File: config.mk
export PLATFORM = sky130hd
export DESIGN_NAME = dp_record_reader
export DESIGN_NICKNAME = d
export VERILOG_FILES = /design/src/rtl/dp_record_reader.sv
export SDC_FILE = /design/constraint.sdc
export NUM_CORES = 1
export LEC_CHECK = 0
export CELL_PAD_IN_SITES_DETAIL_PLACEMENT = 0
export CELL_PAD_IN_SITES_GLOBAL_PLACEMENT = 2
export CORE_MARGIN = 2
export CORE_UTILIZATION = 37
export CTS_CLUSTER_DIAMETER = 120
export DETAILED_ROUTE_END_ITERATION = 8
export GPL_ROUTABILITY_DRIVEN = 0
export PLACE_DENSITY = 0.87
export SLEW_MARGIN = 20
export SYNTH_ARGS = -nofsm -noshare
export SYNTH_HDL_FRONTEND = slang
export SYNTH_SLANG_ARGS = --single-unit
File: constraint.sdc
create_clock -name Clock -period 5.01 [get_ports Clock]
set_input_delay 1.503 -clock Clock [delete_from_list [all_inputs] [get_ports Clock]]
set_output_delay 1.503 -clock Clock [all_outputs]
set_load 0.01 [all_outputs]
File: src/rtl/dp_record_reader.sv
// dp_record_reader
// Drains processed-cycle records from the DP system FIFO and streams each
// record as a byte frame on a valid/ready link:
//   SYNC, rec[7:0], rec[15:8], rec[23:16], rec[31:24], {pad, rec[37:32]} [, checksum]
// Record layout: {MaxTime[m-1:0], MaxAmpl[n-1:0], ZeroOffset[n-1:0], CycleNumber[k-1:0]}.
// Optional feature macro: DPREC_CHECKSUM_EN appends an XOR checksum of the
// five record bytes as a seventh byte, which then carries TxLast.
module dp_record_reader #(
  parameter int         n      = 8,
  parameter int         m      = 10,
  parameter int         k      = 12,
  parameter int         RD_LAT = 1,
  parameter logic [7:0] SYNC   = 8'hA5
) (
  input  logic               Clock,
  input  logic               nReset,
  input  logic               i_Enable,
  input  logic               i_FifoEmpty,
  input  logic [m+2*n+k-1:0] i_FifoReadData,
  output logic               o_FifoReadEna,
  output logic [7:0]         o_TxData,
  output logic               o_TxValid,
  output logic               o_TxLast,
  input  logic               i_TxReady,
  output logic [15:0]        o_FrameCount,
  output logic               o_Busy
);

  typedef enum logic [2:0] {
    ST_IDLE = 3'd0,
    ST_READ = 3'd1,
    ST_WAIT = 3'd2,
    ST_LOAD = 3'd3,
    ST_SYNC = 3'd4,
`ifdef DPREC_CHECKSUM_EN
    ST_DATA = 3'd5,
    ST_CSUM = 3'd6
`else
    ST_DATA = 3'd5
`endif
  } state_t;

  state_t      r_state;
  state_t      w_state_nxt;
  logic [2:0]  r_idx;
  logic [2:0]  w_idx_nxt;
  logic [39:0] r_shift;
  logic [39:0] w_shift_nxt;
  logic [39:0] w_capture;
  logic [7:0]  r_tx_data;
  logic [7:0]  w_data_nxt;
  logic        r_tx_valid;
  logic        w_valid_nxt;
  logic        r_tx_last;
  logic        w_last_nxt;
  logic        r_fifo_rd;
  logic        w_rd_nxt;
  logic        r_busy;
  logic [15:0] r_frame_count;
  logic        w_cnt_inc;
  logic        w_fire;
`ifdef DPREC_CHECKSUM_EN
  logic [7:0]  r_csum;
  logic [7:0]  w_csum_nxt;
`endif

  // Record zero-extended into the 40-bit byte shifter; a byte moves only on valid&ready.
  assign w_capture = 40'(i_FifoReadData);
  assign w_fire    = r_tx_valid & i_TxReady;

  // FSM state register.
  always_ff @(posedge Clock or negedge nReset) begin
    if (!nReset) begin
      r_state <= ST_IDLE;
    end else begin
      r_state <= w_state_nxt;
    end
  end

  // Next-state logic and next values of every registered output/datapath field.
  always_comb begin
    w_state_nxt = r_state;
    w_idx_nxt   = r_idx;
    w_shift_nxt = r_shift;
    w_data_nxt  = r_tx_data;
    w_valid_nxt = r_tx_valid;
    w_last_nxt  = r_tx_last;
    w_rd_nxt    = 1'b0;
    w_cnt_inc   = 1'b0;
`ifdef DPREC_CHECKSUM_EN
    w_csum_nxt  = r_csum;
`endif
    case (r_state)
      ST_IDLE: begin
        w_valid_nxt = 1'b0;
        w_last_nxt  = 1'b0;
        // FifoEmpty is only looked at here, so the read strobe cannot hit an empty FIFO.
        if (i_Enable && !i_FifoEmpty) begin
          w_state_nxt = ST_READ;
          w_rd_nxt    = 1'b1;
        end else begin
          w_state_nxt = ST_IDLE;
        end
      end
      ST_READ: begin
        // Show-ahead FIFO presents data alongside the strobe, so capture now.
        if (RD_LAT == 0) begin
          w_shift_nxt = w_capture;
          w_state_nxt = ST_LOAD;
        end else begin
          w_state_nxt = ST_WAIT;
        end
      end
      ST_WAIT: begin
        w_state_nxt = ST_LOAD;
      end
      ST_LOAD: begin
        if (RD_LAT != 0) begin
          w_shift_nxt = w_capture;
        end else begin
          w_shift_nxt = r_shift;
        end
        w_state_nxt = ST_SYNC;
        w_data_nxt  = SYNC;
        w_valid_nxt = 1'b1;
        w_last_nxt  = 1'b0;
        w_idx_nxt   = 3'd0;
`ifdef DPREC_CHECKSUM_EN
        w_csum_nxt  = 8'h00;
`endif
      end
      ST_SYNC: begin
        if (w_fire) begin
          w_state_nxt = ST_DATA;
          w_data_nxt  = r_shift[7:0];
        end else begin
          w_state_nxt = ST_SYNC;
        end
      end
      ST_DATA: begin
        if (w_fire) begin
`ifdef DPREC_CHECKSUM_EN
          w_csum_nxt = r_csum ^ r_tx_data;
`endif
          if (r_idx == 3'd4) begin
`ifdef DPREC_CHECKSUM_EN
            w_state_nxt = ST_CSUM;
            w_data_nxt  = r_csum ^ r_tx_data;
            w_last_nxt  = 1'b1;
`else
            w_state_nxt = ST_IDLE;
            w_valid_nxt = 1'b0;
            w_last_nxt  = 1'b0;
            w_cnt_inc   = 1'b1;
`endif
          end else begin
            // Shifter low byte always mirrors the byte on the link; the next one sits above it.
            w_idx_nxt   = r_idx + 3'd1;
            w_shift_nxt = r_shift >> 8;
            w_data_nxt  = r_shift[15:8];
`ifdef DPREC_CHECKSUM_EN
            w_last_nxt  = 1'b0;
`else
            w_last_nxt  = (r_idx == 3'd3);
`endif
          end
        end else begin
          w_state_nxt = ST_DATA;
        end
      end
`ifdef DPREC_CHECKSUM_EN
      ST_CSUM: begin
        if (w_fire) begin
          w_state_nxt = ST_IDLE;
          w_valid_nxt = 1'b0;
          w_last_nxt  = 1'b0;
          w_cnt_inc   = 1'b1;
        end else begin
          w_state_nxt = ST_CSUM;
        end
      end
`endif
      default: begin
        w_state_nxt = ST_IDLE;
        w_valid_nxt = 1'b0;
        w_last_nxt  = 1'b0;
      end
    endcase
  end

  // Registered datapath and outputs; reset aborts any frame in flight.
  always_ff @(posedge Clock or negedge nReset) begin
    if (!nReset) begin
      r_idx         <= 3'd0;
      r_shift       <= 40'd0;
      r_tx_data     <= 8'd0;
      r_tx_valid    <= 1'b0;
      r_tx_last     <= 1'b0;
      r_fifo_rd     <= 1'b0;
      r_busy        <= 1'b0;
      r_frame_count <= 16'd0;
`ifdef DPREC_CHECKSUM_EN
      r_csum        <= 8'd0;
`endif
    end else begin
      r_idx         <= w_idx_nxt;
      r_shift       <= w_shift_nxt;
      r_tx_data     <= w_data_nxt;
      r_tx_valid    <= w_valid_nxt;
      r_tx_last     <= w_last_nxt;
      r_fifo_rd     <= w_rd_nxt;
      r_busy        <= (w_state_nxt != ST_IDLE);
      r_frame_count <= r_frame_count + {15'd0, w_cnt_inc};
`ifdef DPREC_CHECKSUM_EN
      r_csum        <= w_csum_nxt;
`endif
    end
  end

  assign o_FifoReadEna = r_fifo_rd;
  assign o_TxData      = r_tx_data;
  assign o_TxValid     = r_tx_valid;
  assign o_TxLast      = r_tx_last;
  assign o_FrameCount  = r_frame_count;
  assign o_Busy        = r_busy;

endmodule
==> impl_metrics.tcl, run 1 <==
set metrics [dict create \
    yosysWarnings 0 \
    path_max_fanout 6 \
    hpwl_um 5060 \
    rr_startpoint "r_state[0]$_DFF_PN0_" \
    die_h_um 103 \
    antenna_found_initial 0 \
    critPathRequiredTime_ns 5.29 \
    crit_slowest_cell "clkdlybuf4s50_1" \
    ios 71 \
    synth_compound_area_share_pct 4.56 \
    r2r_end "o_FrameCount[12]$_DFF_PN0_" \
    grt_remaining_overflow 0 \
    h-tree-depth 3 \
    synth.avg_cell_area_um2 12.6 \
    grt_max_degree 38 \
    slew_headroom_pct 41.4 \
    cp_top_family "simple AND/OR/NAND/NOR gates" \
    synthAdderAreaFrac_pct 1.73 \
    maxCapViolCount 0 \
    cts_tree "built" \
    arrival_ns 3.60 \
    finalNetCount 403 \
    fin_crit_ns 3.32 \
    cts_buffers 9 \
    syn_to_final_growth_pct 26.8 \
    synth-xor-area-share_pct 3.63 \
    post-route-period-util_pct 66.3 \
    root_buffer "clkbuf_8" \
    fin_skew_ns 0.00733 \
    finalSetupViolations 0 \
    final_core_util_pct 47.6 \
    multi_input_area_um2 1650 \
    first_pass_iters 4 \
    synth-seq-area-share_pct 49.8 \
    cp_num_buf_inv 2 \
    synth_area_um2 3620 \
    fp.dieArea_um2 10600 \
    cts_hold_buf 0 \
    crit_top_cell "ha_1" \
    cp-end-kind "flip-flop" \
    layout_commonest_cell "dfrtp_1" \
    num_vias 2351 \
    p_per_area_nw_per_um2 249 \
    antenna_left 0 \
    remaining_drc_errors 0 \
    fp.coreArea_um2 9640 \
    rr_worst_depth 8 \
    synth_nets 335 \
    final_cell_mix "dfrtp_1 (72), clkdlybuf4s50_1 (69), mux2_2 (38), nand2_1 (28), mux2_4 (26)" \
    drive_gt1_share_pct 24.2 \
    startpoint "i_TxReady" \
    antenna_cells 0 \
    clock_latency_ns 0.35 \
    slowest_delay_ns 0.54 \
    clock_path_buffers 2 \
    cp-endpoint "o_FrameCount[12]$_DFF_PN0_" \
    die_w_um 103 \
    rsz0062_at_grt "false" \
    clock-sinks 72 \
    postCtsSetupBuffers 0 \
    grt_usage_pct 14.6 \
    fillCellCount 939 \
    initial_core_util_pct 37.6 \
    power_leakage_uw 0.00212 \
    ys_seq_elements 72 \
    routed_wl_um 7250 \
    async_flop_share_pct 100 \
    hold_violations 0 \
    fin_hold_ws_ns 0.466 \
    critical_path_class "in -> reg" \
    detail_route.wl_per_cell_um 14.7 \
    cp-start-kind "primary input" \
    seqCellArea_um2 1800 \
    pre_cts_slack_ns 1.32 \
    yosys-mux-area-fraction_pct 25.9 \
    grt_pass1_wl_um 11700 \
    synth_top_family_by_area "multiplexers" \
    hold_path_class "reg -> reg" \
    drt_iter0_drc 79 \
    post_cts_resized 0 \
    viasPerCell 4.77 \
    synthFlopType "dfrtp_1" \
    fin_ws_ns 1.69 \
    finalSetupTns_ns 0 \
    clkSlewWorstSetupHoldPaths_ns 0.08 \
    netlist_instances 287 \
    max_clock_freq_mhz 301 \
    crit_chain "clkdlybuf4s50_1, nand2_1, nor3_1, ha_1, ha_1, inv_1, nor4_1, xor2_1" \
    peakVddDrop_mv 0.140 \
    status "finished, final reports clean" \
    yosysUniqueCellTypes 39 \
    tightest_slew_ns 0.879 \
    power.total_uw 1140 \
    synth_edf_count 0 \
    synthSimpleGateAreaFrac_pct 9.74 \
    grt_pass1_vias 2309 \
    rows 36 \
    drv_slew 0 \
    cp.depth 8 \
    io_buffers 70 \
    r2r_slack_ns 2.15 \
]
==> worst register-to-register path, stage by stage (launching register included) <==
cell,delay [ns]
dfrtp_1,0.92
nand3b_1,0.15
buf_4,0.31
nor3_1,0.21
ha_1,0.26
ha_1,0.31
inv_1,0.09
nor4_1,0.35
xor2_1,0.17
==> power breakdown <==
group | leakage [uW] | switching, uW | internal (uW)
clock network | 0.000112 | 225 | 291
registers | 0.000923 | 0 | 581
logic | 0.00109 | 16.8 | 29.1
total | 0.00212 | 242 | 901
==> synth_stat cells, drive strengths merged (5+ instances only) <==
library cell | n | area, um^2
nand2 | 28 | 105
nand4 | 5 | 31.3
xor2 | 8 | 70.1
dfrtp | 72 | 1800
nand3 | 5 | 25.0
ha | 5 | 62.6
inv | 9 | 33.8
buf | 12 | 120
nor4 | 6 | 37.5
xnor2 | 7 | 61.3
nor2 | 7 | 26.3
o21ai | 11 | 55.1
mux2i | 12 | 120
mux2 | 64 | 818
==> worst min-delay path by stage <==
stage | from | end | cells past startpoint
floorplan | r_shift[26]$_DFFE_PN0P_ | r_shift[26]$_DFFE_PN0P_ | 1
global placement | o_FrameCount[15]$_DFF_PN0_ | o_FrameCount[15]$_DFF_PN0_ | 1
detailed placement | o_FrameCount[15]$_DFF_PN0_ | o_FrameCount[15]$_DFF_PN0_ | 1
CTS | o_FrameCount[15]$_DFF_PN0_ | o_FrameCount[15]$_DFF_PN0_ | 1
global route | o_FrameCount[15]$_DFF_PN0_ | o_FrameCount[15]$_DFF_PN0_ | 1
finish | o_FrameCount[15]$_DFF_PN0_ | o_FrameCount[15]$_DFF_PN0_ | 1
==> cell type report <==
| cell class | instances | share of cell area (%) |
|---|---|---|
| flip-flops and latches | 72 | 39.2 |
| repair buffers | 73 | 15.6 |
| clock inverters | 6 | 1.80 |
| multi-input cells | 190 | 36.0 |
| well taps | 133 | 3.62 |
| clock buffers | 10 | 3.00 |
| inverters | 9 | 0.736 |
==> registers in the layout, summed over array words and instances, names as in the netlist <==
signal / flops
r_shift: 38
o_TxLast: 1
o_TxValid: 1
o_Busy: 1
o_FrameCount: 16
o_TxData: 8
o_FifoReadEna: 1
r_state: 3
r_idx: 3
==> routing by layer <==
layer  part of all wire, %  vias up  GRT usage, %  wire (um)
met5                     0        -             0          0
met1                    48     1126          20.1       3480
met2                    44       62          21.8       3220
met4                   1.4        0          5.47        101
met3                   6.3       11          4.34        455
li1                      -     1152             -          -
==> cell families after synthesis <==
kind of cell	count (synthesis)
multiplexers	76
flip-flops	72
AND/OR/NAND/NOR	70
buffers and inverters	25
AO/OA/AOI/OAI	24
XOR/XNOR	15
adder cells (fa/ha/maj)	5
==> through the flow <==
step / instance area [um^2] / instances
final: 4590 / 493
after CTS: 4590 / 493
after global placement: 4370 / 477
after floorplan: 3620 / 287
after global routing: 4590 / 493
after detailed placement: 4370 / 477
Note: power is estimated with default switching activity, not from simulation.
==> inputs of run 2 (changes only) <==
CORE_UTILIZATION = 35   (was 37)
PLACE_DENSITY = 0.83   (was 0.87)
clock period = 3.1 ns   (was 5.01 ns; I/O delays follow)
==> run 2 against run 1 <==
Clock power grew 21%. Final area is 0.44% higher. Hold slack better by 0.016 ns. Largest cell class unchanged. Highest routed layer unchanged.
==> impl_metrics.tcl, run 2 (synthesized netlist as in run 1, its figures left out) <==
set metrics [dict create \
    status "finished, final reports clean" \
    postCtsSetupBuffers 0 \
    routed_wl_um 7370 \
    final_core_util_pct 45.3 \
    tightest_slew_ns 0.538 \
    fillCellCount 998 \
    grt_usage_pct 14.0 \
    rsz0062_at_grt "false" \
    hold_violations 0 \
    rows 37 \
    drive_gt1_share_pct 24.2 \
    layout_commonest_cell "dfrtp_1" \
    cts_hold_buf 0 \
    power.total_uw 1640 \
    arrival_ns 2.86 \
    clock_path_buffers 2 \
    rr_worst_depth 7 \
    drv_slew 0 \
    io_buffers 70 \
    regMostFlops "r_shift" \
    antenna_cells 0 \
    grt_max_degree 73 \
    root_buffer "clkbuf_8" \
    power_leakage_uw 0.00213 \
    fin_ws_ns 0.499 \
    antenna_left 0 \
    finalSetupViolations 0 \
    clkSlewWorstSetupHoldPaths_ns 0.07 \
    fp.dieArea_um2 11200 \
    cts_tree "built" \
    fin_crit_ns 2.60 \
    path_max_fanout 5 \
    grtUsageMet1_pct 18.1 \
    post_cts_resized 0 \
    remaining_drc_errors 0 \
    hold_path_class "reg -> reg" \
    first_pass_iters 4 \
    hpwl_um 5200 \
    clock_latency_ns 0.34 \
    grt_pass1_vias 2438 \
    antenna_found_initial 0 \
    clock-sinks 72 \
    initial_core_util_pct 35.6 \
    h-tree-depth 3 \
    num_vias 2397 \
    finalNetCount 409 \
    max_clock_freq_mhz 384 \
    drt_iter0_drc 76 \
    die_w_um 106 \
    peakVddDrop_mv 0.189 \
    fin_area_um2 4610 \
    post-route-period-util_pct 83.9 \
    cts_buffers 9 \
    fin_skew_ns 0.00603 \
    fp.coreArea_um2 10200 \
    busiest_layer "met2" \
    final_cell_mix "dfrtp_1 (72), clkdlybuf4s50_1 (69), mux2_2 (38), nand2_1 (28), mux2_4 (26)" \
    grtUsageMet3_pct 4.45 \
    p_per_area_nw_per_um2 355 \
    critPathRequiredTime_ns 3.36 \
    placed_cell_area_um2 4460 \
    met2_usage_pct 22.2 \
    holdPathStages 1 \
    ios 71 \
    syn_to_final_growth_pct 27.4 \
    viasPerCell 4.79 \
    detail_route.wl_per_cell_um 14.7 \
    cp-start-kind "primary input" \
    maxCapViolCount 0 \
    cp-end-kind "flip-flop" \
    slew_headroom_pct 64.0 \
    die_h_um 106 \
    grt_pass1_wl_um 12200 \
    largest_reg_flops 38 \
    critical_path_class "in -> reg" \
    grt_remaining_overflow 0 \
    pre_cts_slack_ns 0.138 \
    finalSetupTns_ns 0 \
]
## run 2: worst max-delay path, stage by stage
cell,delay [ns]
clkdlybuf4s50_1,0.54
nand2_1,0.13
nor3_1,0.26
ha_1,0.22
ha_1,0.20
inv_1,0.07
nor4_1,0.33
xor2_1,0.19
## run 2: worst paths after layout
check / from / end / slack [ns]
worst min register to register: o_FrameCount[15]$_DFF_PN0_ / o_FrameCount[15]$_DFF_PN0_ / 0.48
max in group asynchronous: nReset / r_shift[4]$_DFFE_PN0P_ / 2.17
worst min-delay path: o_FrameCount[15]$_DFF_PN0_ / o_FrameCount[15]$_DFF_PN0_ / 0.48
worst max register to register: r_state[0]$_DFF_PN0_ / o_FrameCount[12]$_DFF_PN0_ / 1.03
min in group asynchronous: nReset / o_FrameCount[0]$_DFF_PN0_ / 0.60
worst max-delay path: i_TxReady / o_FrameCount[12]$_DFF_PN0_ / 0.50
## run 2: cell type report
type                    count  area, um^2  share of cell area (%)
flip-flops and latches     72        1800                    39.1
multi-input cells         190        1650                    35.8
repair buffers             79         801                    17.4
well taps                 136         170                    3.69
clock buffers              13         149                    3.23
inverters                   9        33.8                   0.733
clock inverters             1        5.00                   0.109
## run 2: metal layers
| layer | vias to the layer above | wire, um |
|---|---|---|
| met5 | - | 0 |
| met4 | 0 | 104 |
| met3 | 10 | 442 |
| met2 | 66 | 3380 |
| met1 | 1159 | 3440 |
| li1 | 1162 | - |
## run 2: per-stage QoR
step,instances,hold WS (ns)
6_report,500,0.482
5_1_grt,500,0.511
4_1_cts,500,0.497
3_5_place_dp,486,0.487
3_3_place_gp,486,0.482
2_1_floorplan,287,0.477
## run 2: power breakdown
group          total [uW]  switching (uW)  internal [uW]
registers             939               0            939
logic                75.7            26.9           48.8
clock network         623             319            304
==> inputs of run 3 (changes only) <==
clock period = 2.4 ns   (was 3.1 ns; I/O delays follow)
==> run 3 against run 2 <==
Sequential share of layout area fell by 0.76 points. Hold slack got worse by 0.082 ns. Core utilization rose by 0.90 points. Routed wire length up 3.3%. Setup slack lost 0.37 ns. Global-route usage grew 0.24 points. Largest power group unchanged. Power up 37%. Count of clock-buffer cells in the layout decreased by 4. Critical path depth did not move. Flip-flop and latch count stayed put. First-iteration DRC count down 6.6%.
==> impl_metrics.tcl, run 3 (synthesized netlist as in run 1, its figures left out) <==
set metrics [dict create \
    status "finished, final reports clean" \
    finalSetupTns_ns 0 \
    ios 71 \
    grtUsageMet3_pct 4.89 \
    cts_hold_buf 0 \
    finalSetupViolations 0 \
    hold_violations 0 \
    max_clock_freq_mhz 440 \
    startpoint "i_TxReady" \
    grt_remaining_overflow 0 \
    crit_top_cell "ha_1" \
    largest_reg_flops 38 \
    cp-start-kind "primary input" \
    tightest_slew_ns 0.442 \
    r2r_end "o_FrameCount[12]$_DFF_PN0_" \
    grtUsageMet1_pct 19.0 \
    hpwl_um 5210 \
    final_cell_mix "dfrtp_1 (72), clkdlybuf4s50_1 (69), mux2_2 (38), nand2_1 (28), mux2_4 (26)" \
    rr_worst_depth 9 \
    drive_gt1_share_pct 27.1 \
    arrival_ns 2.54 \
    fin_crit_ns 2.27 \
    maxCapViolCount 0 \
    detail_route.wl_per_cell_um 14.9 \
    fp.coreArea_um2 10200 \
    die_w_um 106 \
    regMostFlops "r_shift" \
    final_core_util_pct 46.2 \
    antenna_left 0 \
    grt_pass1_vias 2456 \
    remaining_drc_errors 0 \
    clock_path_buffers 2 \
    rsz0062_at_grt "false" \
    post-route-period-util_pct 94.6 \
    critical_path_class "in -> reg" \
    grt_max_degree 73 \
    slowest_delay_ns 0.50 \
    clock-sinks 72 \
    cts_buffers 9 \
    die_h_um 106 \
    power.total_uw 2240 \
    routed_wl_um 7610 \
    antenna_cells 0 \
    syn_to_final_growth_pct 29.9 \
    finalNetCount 416 \
    layout_commonest_cell "dfrtp_1" \
    critPathRequiredTime_ns 2.66 \
    drt_iter0_drc 71 \
    cp.depth 8 \
    rr_startpoint "r_idx[0]$_DFFE_PN0P_" \
    cp_num_buf_inv 2 \
    cp_top_family "simple AND/OR/NAND/NOR gates" \
    crit_slowest_cell "clkdlybuf4s50_1" \
    hold_path_class "in -> async" \
    antenna_found_initial 0 \
    r2r_slack_ns 0.38 \
    num_vias 2409 \
    io_buffers 70 \
    h-tree-depth 3 \
    peakVddDrop_mv 0.273 \
    root_buffer "clkbuf_8" \
    busiest_layer "met2" \
    viasPerCell 4.73 \
    drv_slew 0 \
    power_leakage_uw 0.00219 \
    met2_usage_pct 22.1 \
    grt_pass1_wl_um 12400 \
    crit_chain "clkdlybuf4s50_1, nand2_1, nor3_1, ha_1, ha_1, inv_1, nor4_2, xor2_1" \
    path_max_fanout 3 \
    fin_skew_ns 0.00755 \
    first_pass_iters 4 \
    p_per_area_nw_per_um2 477 \
    clock_latency_ns 0.34 \
    cp-end-kind "flip-flop" \
    fillCellCount 983 \
    rows 37 \
    clkSlewWorstSetupHoldPaths_ns 0.08 \
    cp-endpoint "o_FrameCount[12]$_DFF_PN0_" \
    grt_usage_pct 14.2 \
    slew_headroom_pct 70.5 \
    initial_core_util_pct 35.6 \
    fp.dieArea_um2 11200 \
    cts_tree "built" \
]
-- run 3: cell count changes in the layout (fill, tap and decap cells not counted) --
cell        delta
clkbuf_8       -1
bufinv_16      +1
clkinvlp_4     +1
clkbuf_1       -3
nor4_2         +1
nor4_1         -1
clkinv_2       +4
buf_4          +7
-- run 3: per-layer routing --
layer | share of wire (%) | wire length (um)
met1 | 48 | 3650
met2 | 46 | 3470
met3 | 5.6 | 423
met4 | 0.93 | 71
met5 | 0 | 0
-- run 3: worst min-delay path by stage --
| stage | startpoint | end | slack, ns | cells past startpoint |
|---|---|---|---|---|
| after floorplan | nReset | o_Busy$_DFF_PN0_ | 0.42 | 0 |
| after global routing | nReset | o_FifoReadEna$_DFF_PN0_ | 0.41 | 2 |
| after detailed placement | o_FrameCount[15]$_DFF_PN0_ | o_FrameCount[15]$_DFF_PN0_ | 0.49 | 1 |
| after CTS | nReset | o_FifoReadEna$_DFF_PN0_ | 0.41 | 2 |
| after global placement | o_FrameCount[15]$_DFF_PN0_ | o_FrameCount[15]$_DFF_PN0_ | 0.48 | 1 |
| final | nReset | o_FifoReadEna$_DFF_PN0_ | 0.40 | 2 |
-- run 3: power breakdown --
part / internal, uW / leakage (uW) / switching [uW]
sequential: 1210 / 0.000923 / 0
combinational: 64.0 / 0.00116 / 35.6
clock: 471 / 0.0000985 / 462
total: 1750 / 0.00219 / 498
-- run 3: worst register-to-register path, delay by kind of cell (launching register included) --
| family | cells | cell delay, ns |
|---|---|---|
| and+or+nand+nor | 3 | 0.64 |
| buffers and inverters | 2 | 0.15 |
| xor gates and xnor gates | 1 | 0.18 |
| DFF | 1 | 0.42 |
| adders and majority gates | 3 | 0.57 |
-- run 3: cell type report --
| cell class | count | area (um^2) | area share [%] |
|---|---|---|---|
| timing repair buffer | 86 | 853 | 18.1 |
| inverter | 9 | 33.8 | 0.718 |
| sequential | 72 | 1800 | 38.3 |
| tap | 136 | 170 | 3.62 |
| clock inverter | 7 | 62.6 | 1.33 |
| clock buffer | 9 | 124 | 2.63 |
| multi-input combinational | 190 | 1660 | 35.2 |
-- run 3: what timing repair did --
item	CTS	global route
hold endpoints to repair	0	0
setup endpoints to repair	0	1
resized for setup	0	1
buffers inserted	0	0
-- run 3: stage by stage --
stage / hold WS, ns / instance area (um^2) / std cells / setup WS (ns)
detailed placement: 0.488 / 4510 / 493 / -0.281
global placement: 0.484 / 4510 / 493 / -0.187
CTS: 0.406 / 4700 / 509 / 0.0737
global route: 0.411 / 4700 / 509 / 0.00469
finish: 0.400 / 4700 / 509 / 0.128
floorplan: 0.424 / 3620 / 287 / 0.164
